===== config.mk =====
export PLATFORM = sky130hd
export DESIGN_NAME = oled_ssd1331
export DESIGN_NICKNAME = d
export VERILOG_FILES = /design/src/rtl/oled_ssd1331.sv
export SDC_FILE = /design/constraint.sdc
export NUM_CORES = 1
export LEC_CHECK = 0
export BUFFER_PORTS_ARGS = -buffer_cell sky130_fd_sc_hd__buf_4
export CORE_MARGIN = 5
export CORE_UTILIZATION = 59
export CTS_BUF_LIST = sky130_fd_sc_hd__clkbuf_8
export DETAILED_ROUTE_END_ITERATION = 10
export PLACE_DENSITY = 0.85
export SYNTH_ARGS = -nofsm -noshare
export SYNTH_HDL_FRONTEND = slang
export SYNTH_SLANG_ARGS = --single-unit

===== constraint.sdc =====
create_clock -name clk -period 7.16 [get_ports clk]
set_input_delay 0.358 -clock clk [delete_from_list [all_inputs] [get_ports clk]]
set_output_delay 0.358 -clock clk [all_outputs]
set_load 0.03 [all_outputs]

===== src/rtl/oled_ssd1331.sv =====
// rtl/oled_ssd1331.sv - SSD1331 OLED power-up, init sequence and pixel/raw SPI byte writer
// Define OLED_SSD1331_FAST_SIM_EN to shorten the reset and VCC settle waits to 16 cycles.
module oled_ssd1331 #(
    parameter int CLK_DIV      = 2,
    parameter int RESET_CYCLES = 64,
    parameter int VCC_CYCLES   = 2500000
) (
    input  logic        clk,
    input  logic        resetn,
    input  logic        strobe,
    input  logic        setpixel_raw8tx,
    input  logic [7:0]  x_dc,
    input  logic [7:0]  y_data,
    input  logic [15:0] rgb,
    output logic        ready,
    output logic        valid,
    output logic        oled_rst,
    output logic        spi_cs,
    output logic        spi_dc,
    output logic        spi_mosi,
    output logic        spi_sck,
    output logic        vccen,
    output logic        pmoden
);

`ifdef OLED_SSD1331_FAST_SIM_EN
    localparam int RST_N = 16;
    localparam int VCC_N = 16;
`else
    localparam int RST_N = RESET_CYCLES;
    localparam int VCC_N = VCC_CYCLES;
`endif

    localparam logic [31:0] RST_LAST = 32'(RST_N - 1);
    localparam logic [31:0] VCC_LAST = 32'(VCC_N - 1);
    localparam logic [15:0] DIV_LAST = 16'(CLK_DIV - 1);
    localparam logic [5:0]  INIT_LEN = 6'd37;

    typedef enum logic [3:0] {
        ST_PWR, ST_RST_LO, ST_RST_WAIT, ST_INIT, ST_VCC_WAIT,
        ST_DISP_ON, ST_IDLE, ST_XFER, ST_DONE
    } state_t;

    typedef enum logic [1:0] {TX_IDLE, TX_LOW, TX_HIGH, TX_GAP} tx_t;

    state_t      state_q;
    tx_t         tx_q;
    logic [31:0] cnt_q;
    logic [15:0] div_q;
    logic [2:0]  bit_q;
    logic [7:0]  sh_q;
    logic [5:0]  idx_q;
    logic [5:0]  len_q;
    logic        raw_q;
    logic [7:0]  x_q;
    logic [7:0]  y_q;
    logic [15:0] rgb_q;
    logic        ready_q;
    logic        valid_q;
    logic        oled_rst_q;
    logic        cs_q;
    logic        dc_q;
    logic        mosi_q;
    logic        sck_q;
    logic        vccen_q;
    logic        pmoden_q;

    logic        tx_start;
    logic [7:0]  tx_byte;
    logic        tx_dc;

    assign ready    = ready_q;
    assign valid    = valid_q;
    assign oled_rst = oled_rst_q;
    assign spi_cs   = cs_q;
    assign spi_dc   = dc_q;
    assign spi_mosi = mosi_q;
    assign spi_sck  = sck_q;
    assign vccen    = vccen_q;
    assign pmoden   = pmoden_q;

    function automatic logic [7:0] init_byte(input logic [5:0] i);
        logic [7:0] b;
        case (i)
            6'd0:  b = 8'hAE;  6'd1:  b = 8'hA0;  6'd2:  b = 8'h72;  6'd3:  b = 8'hA1;
            6'd4:  b = 8'h00;  6'd5:  b = 8'hA2;  6'd6:  b = 8'h00;  6'd7:  b = 8'hA4;
            6'd8:  b = 8'hA8;  6'd9:  b = 8'h3F;  6'd10: b = 8'hAD;  6'd11: b = 8'h8E;
            6'd12: b = 8'hB0;  6'd13: b = 8'h0B;  6'd14: b = 8'hB1;  6'd15: b = 8'h31;
            6'd16: b = 8'hB3;  6'd17: b = 8'hF0;  6'd18: b = 8'h8A;  6'd19: b = 8'h64;
            6'd20: b = 8'h8B;  6'd21: b = 8'h78;  6'd22: b = 8'h8C;  6'd23: b = 8'h64;
            6'd24: b = 8'hBB;  6'd25: b = 8'h3A;  6'd26: b = 8'hBE;  6'd27: b = 8'h3E;
            6'd28: b = 8'h87;  6'd29: b = 8'h06;  6'd30: b = 8'h81;  6'd31: b = 8'h91;
            6'd32: b = 8'h82;  6'd33: b = 8'h50;  6'd34: b = 8'h83;  6'd35: b = 8'h7D;
            6'd36: b = 8'h2E;
            default: b = 8'h00;
        endcase
        return b;
    endfunction

    // Byte request for the serialiser; it is taken only when the serialiser is idle.
    always_comb begin
        tx_start = 1'b0;
        tx_byte  = 8'h00;
        tx_dc    = 1'b0;
        case (state_q)
            ST_INIT: begin
                if (idx_q < INIT_LEN) begin
                    tx_start = 1'b1;
                    tx_byte  = init_byte(idx_q);
                end
            end
            ST_DISP_ON: begin
                if (idx_q == 6'd0) begin
                    tx_start = 1'b1;
                    tx_byte  = 8'hAF;
                end
            end
            ST_XFER: begin
                if (idx_q < len_q) begin
                    tx_start = 1'b1;
                    if (raw_q) begin
                        tx_byte = y_q;
                        tx_dc   = x_q[0];
                    end else begin
                        tx_dc = (idx_q >= 6'd6);
                        case (idx_q[2:0])
                            3'd0:    tx_byte = 8'h15;
                            3'd1:    tx_byte = x_q;
                            3'd2:    tx_byte = 8'h5F;
                            3'd3:    tx_byte = 8'h75;
                            3'd4:    tx_byte = y_q;
                            3'd5:    tx_byte = 8'h3F;
                            3'd6:    tx_byte = rgb_q[15:8];
                            default: tx_byte = rgb_q[7:0];
                        endcase
                    end
                end
            end
            default: ;
        endcase
    end

    always_ff @(posedge clk or negedge resetn) begin
        if (!resetn) begin
            state_q    <= ST_PWR;
            tx_q       <= TX_IDLE;
            cnt_q      <= '0;
            div_q      <= '0;
            bit_q      <= '0;
            sh_q       <= '0;
            idx_q      <= '0;
            len_q      <= '0;
            raw_q      <= 1'b0;
            x_q        <= '0;
            y_q        <= '0;
            rgb_q      <= '0;
            ready_q    <= 1'b0;
            valid_q    <= 1'b0;
            oled_rst_q <= 1'b0;
            cs_q       <= 1'b1;
            dc_q       <= 1'b0;
            mosi_q     <= 1'b0;
            sck_q      <= 1'b1;
            vccen_q    <= 1'b0;
            pmoden_q   <= 1'b0;
        end else begin
            // SCK idles high; mosi moves on the falling edge, the panel samples on the rising edge.
            case (tx_q)
                TX_IDLE: begin
                    if (tx_start) begin
                        cs_q   <= 1'b0;
                        sck_q  <= 1'b0;
                        dc_q   <= tx_dc;
                        mosi_q <= tx_byte[7];
                        sh_q   <= tx_byte;
                        bit_q  <= '0;
                        div_q  <= '0;
                        tx_q   <= TX_LOW;
                    end
                end
                TX_LOW: begin
                    if (div_q == DIV_LAST) begin
                        div_q <= '0;
                        sck_q <= 1'b1;
                        tx_q  <= TX_HIGH;
                    end else begin
                        div_q <= div_q + 16'd1;
                    end
                end
                TX_HIGH: begin
                    if (div_q == DIV_LAST) begin
                        div_q <= '0;
                        if (bit_q == 3'd7) begin
                            cs_q <= 1'b1;
                            tx_q <= TX_GAP;
                        end else begin
                            bit_q  <= bit_q + 3'd1;
                            sh_q   <= {sh_q[6:0], 1'b0};
                            mosi_q <= sh_q[6];
                            sck_q  <= 1'b0;
                            tx_q   <= TX_LOW;
                        end
                    end else begin
                        div_q <= div_q + 16'd1;
                    end
                end
                default: begin
                    if (div_q == DIV_LAST) begin
                        div_q <= '0;
                        tx_q  <= TX_IDLE;
                    end else begin
                        div_q <= div_q + 16'd1;
                    end
                end
            endcase

            case (state_q)
                ST_PWR: begin
                    pmoden_q   <= 1'b1;
                    oled_rst_q <= 1'b0;
                    cnt_q      <= '0;
                    state_q    <= ST_RST_LO;
                end
                ST_RST_LO: begin
                    if (cnt_q == RST_LAST) begin
                        cnt_q      <= '0;
                        oled_rst_q <= 1'b1;
                        state_q    <= ST_RST_WAIT;
                    end else begin
                        cnt_q <= cnt_q + 32'd1;
                    end
                end
                ST_RST_WAIT: begin
                    if (cnt_q == RST_LAST) begin
                        cnt_q   <= '0;
                        idx_q   <= '0;
                        state_q <= ST_INIT;
                    end else begin
                        cnt_q <= cnt_q + 32'd1;
                    end
                end
                ST_INIT: begin
                    if (tx_q == TX_IDLE) begin
                        if (tx_start) begin
                            idx_q <= idx_q + 6'd1;
                        end else begin
                            idx_q   <= '0;
                            vccen_q <= 1'b1;
                            cnt_q   <= '0;
                            state_q <= ST_VCC_WAIT;
                        end
                    end
                end
                ST_VCC_WAIT: begin
                    if (cnt_q == VCC_LAST) begin
                        cnt_q   <= '0;
                        idx_q   <= '0;
                        state_q <= ST_DISP_ON;
                    end else begin
                        cnt_q <= cnt_q + 32'd1;
                    end
                end
                ST_DISP_ON: begin
                    if (tx_q == TX_IDLE) begin
                        if (tx_start) begin
                            idx_q <= idx_q + 6'd1;
                        end else begin
                            ready_q <= 1'b1;
                            state_q <= ST_IDLE;
                        end
                    end
                end
                ST_IDLE: begin
                    if (strobe && ready_q) begin
                        raw_q   <= setpixel_raw8tx;
                        x_q     <= x_dc;
                        y_q     <= y_data;
                        rgb_q   <= rgb;
                        idx_q   <= '0;
                        ready_q <= 1'b0;
                        state_q <= ST_XFER;
                        // Off-panel pixels complete with zero bytes.
                        if (setpixel_raw8tx)
                            len_q <= 6'd1;
                        else if (x_dc < 8'd96 && y_data < 8'd64)
                            len_q <= 6'd8;
                        else
                            len_q <= 6'd0;
                    end
                end
                ST_XFER: begin
                    if (tx_q == TX_IDLE) begin
                        if (tx_start) begin
                            idx_q <= idx_q + 6'd1;
                        end else begin
                            valid_q <= 1'b1;
                            state_q <= ST_DONE;
                        end
                    end
                end
                ST_DONE: begin
                    valid_q <= 1'b0;
                    ready_q <= 1'b1;
                    state_q <= ST_IDLE;
                end
                default: state_q <= ST_PWR;
            endcase
        end
    end

endmodule


==> results.txt <==
depth of the most critical reg-to-reg path -> 8
wire length per cell -> 19.1 um
Inst Count DP -> 906
clock sink count -> 113
RD Place Congestion -> 0.968
Post-synth ARST share -> 100%
slowest cell on the critical path -> dfrtp_1
# DRC -> 0
Routed WL -> 18000 um
First-pass DRT Iterations -> 5
CTS tree -> yes
initial core utilization -> 59.8%
Clock Path Buffers -> 2
Root Driver -> clkbuf_8
unrepaired setup endpoints after global routing -> no
antenna violations before repair -> 0
Period minus WS final -> 3.22 ns
Hold Path Class -> input port to register
post-DP HPWL -> 12300 um
Die Height -> 117 um
Slew Limit Headroom -> 19.2%
PD cells -> 173 nW/um2
largest net degree at the start of global routing -> 65
die area -> 13800 um2
VDD IR-drop max -> 0.160 mV
CTS Buf Count -> 17
GRT Total Usage -> 26.2%
Mapped Cells -> 751
TNS Setup -> 0 ns
Data required, critical path -> 7.49 ns
post-synth top area share -> 40.9%
# IOs -> 45
Hold Path Origin -> rgb[1]
startpoint types -> register
Post-CTS Resized -> 0
Worst Skew -> 0.0105 ns
H-tree lvl count -> 4
Setup-failing EPs final -> 0
WHS Endpoint -> rgb_q[1]$_DFFE_PN0P_
leading area contributor after synthesis -> dfrtp_1
Min-Delay Path Depth -> 3
fillcell total -> 857
Post-DRT Antenna Nets -> 0
first-pass GRT wire length -> 30000 um
most frequent cells in the layout -> 111 x dfrtp_1, 68 x nand2_1, 63 x o21ai_0
Via density -> 6.62
clock-pin slew on the worst setup and hold paths -> 0.07 ns
Arrival @ worst endpoint -> 3.55 ns
top_reg_cell synth -> dfrtp_1
Synth Net Count -> 806
hold_ws -> 0.116 ns
Register Area -> 2830 um2
FF-to-FF Start -> idx_q[0]$_DFFE_PN0P_
CP Buf/Inv Count -> 1
ANT cells -> 0
vias in the first global route -> 5990
post-synthesis sequential area ratio -> 41.6%
total global routing overflow -> 0
number of synthesis warnings -> 0
Post-CTS Setup Inserts -> 0
Crit. End Element -> register
ranking of synthesized cells by area -> dfrtp_1 41%, mux2_2 5.5%, o21ai_0 4.6%
core footprint -> 11400 um2
Port Buffers -> 44
ratio of cells with drive above 1 in the final layout -> 17.3%
number of enable-type register cells in the synthesized netlist -> 0
Highest Clock Rate -> 311 MHz
Post-Syn Area -> 6800 um2
worst-path cell chain -> inv_1 -> ha_1 -> or4b_1 -> nor4_1 -> a211o_1 -> nor2_1 -> a221oi_1 -> a21oi_1
Tcrit/Tclk final -> 45.0%
Area Overhead vs Synth -> 12.2%
CP max FO -> 16
Multi-input gate area -> 3730 um2
Worst path top cell family by delay -> simple AND/OR/NAND/NOR gates
# Max-Cap Violations -> 0
filler-free cell count of the finished design -> 939
capturing point of the worst reg2reg path -> spi_mosi$_DFFE_PN0P_
post-synth cell types -> 77
Seq cells post-synth -> 113
outcome -> finished clean
via count -> 6219
kind of critical path -> register to register
Net count, final -> 838
die width -> 117 um
most common cell after layout, fill and taps aside -> dfrtp_1
clk_lat worst skew -> 0.45 ns
DRT iter0 DRCs -> 820
Hold Vio Cnt, Final -> 0
Pins Over Slew Limit -> 0
Pleak -> 3.48 nW
Post-Syn Area per Cell -> 9.05 um2
Worst Max-Slew Pin Slew -> 1.21 ns
CP peak stage delay -> 0.58 ns
setup slack, reg-to-reg -> 3.94 ns
Core Rows -> 39
stage by stage:
step	util, %	instance area, um2	power, W	worst slack, ns
3_5_place_dp	63.2	7190	0.000679	4.03
2_1_floorplan	-	6800	0.000651	4.54
5_1_grt	67.1	7630	0.00136	3.64
6_report	67.1	7630	0.00132	3.94
3_3_place_gp	63.2	7190	0.000678	4.10
4_1_cts	67.1	7630	0.00133	3.99
logic make-up after synthesis:
| group | synth area share (%) |
|---|---|
| AND/OR/NAND/NOR | 22.6 |
| adder cells (fa/ha/maj) | 3.50 |
| flip-flops | 41.6 |
| buffers and inverters | 3.53 |
| XOR/XNOR | 1.68 |
| AO/OA/AOI/OAI | 20.9 |
| multiplexers | 6.09 |
power breakdown:
| part | total [W] | switching (W) | internal [W] |
|---|---|---|---|
| Clock | 0.000652 | 0.000276 | 0.000376 |
| Combinational | 0.0000288 | 0.0000159 | 0.0000129 |
| Sequential | 0.000638 | 0 | 0.000638 |
what timing repair did:
action,4_1_cts,5_1_grt
hold buffers,1,0
hold endpoints to repair,47,0
setup endpoints to repair,0,0
metal layers:
metal,track usage (%),wire (um),vias to the layer above
met4,9.35,327,0
met1,36.9,7790,2990
met5,0,0,-
li1,-,-,2869
met3,5.77,1460,34
met2,39.8,8390,326
state kept, by name, summed over array words and instances (netlist names):
signal	flops
valid	1
len_q	2
cnt_q	32
bit_q	3
div_q	16
y_q	8
oled_rst	1
spi_cs	1
spi_sck	1
spi_mosi	1
state_q	4
ready	1
x_q	8
pmoden	1
vccen	1
idx_q	6
spi_dc	1
sh_q	7
rgb_q	16
tx_q	2
cell usage after synthesis, types with 6 or more instances:
cell type,number
buf_2,12
a21oi_1,42
xor2_1,10
o21ai_1,6
nand4_1,12
mux2_2,33
nand3_1,26
nor2_1,56
or3_1,9
clkbuf_1,22
and3_1,19
inv_1,20
o21ai_0,63
ha_1,19
and2_1,6
a211oi_1,6
nor2b_1,11
or2_2,8
nor3_1,19
o211ai_1,9
nand2b_1,12
a31oi_1,22
nor4_1,14
nand2_1,68
a22o_1,8
o31ai_1,10
dfrtp_1,111
worst max path at each step:
stage / cells past startpoint / to / from
6_report: 8 / spi_mosi$_DFFE_PN0P_ / idx_q[0]$_DFFE_PN0P_
5_1_grt: 8 / spi_mosi$_DFFE_PN0P_ / idx_q[0]$_DFFE_PN0P_
4_1_cts: 8 / spi_sck$_DFFE_PN1P_ / idx_q[0]$_DFFE_PN0P_
3_5_place_dp: 8 / spi_mosi$_DFFE_PN0P_ / idx_q[0]$_DFFE_PN0P_
3_3_place_gp: 8 / spi_sck$_DFFE_PN1P_ / idx_q[0]$_DFFE_PN0P_
2_1_floorplan: 10 / idx_q[0]$_DFFE_PN0P_ / idx_q[1]$_DFFE_PN0P_
cell type report:
class | count | area share, %
Sequential cell | 113 | 37.1
Clock inverter | 15 | 2.53
Inverter | 21 | 1.03
Clock buffer | 17 | 3.07
Timing Repair Buffer | 50 | 4.95
Tap cell | 143 | 2.35
Multi-Input combinational cell | 580 | 49.0
worst register-to-register path, delay by kind of cell (launching register included):
kind                     cells  cell delay [ns]
AND/OR/NAND/NOR              3             1.06
adder cells (fa/ha/maj)      1             0.47
flip-flops                   1             0.58
buffers and inverters        1             0.33
AO/OA/AOI/OAI                3             0.67
(Power assumes the default switching activity.)
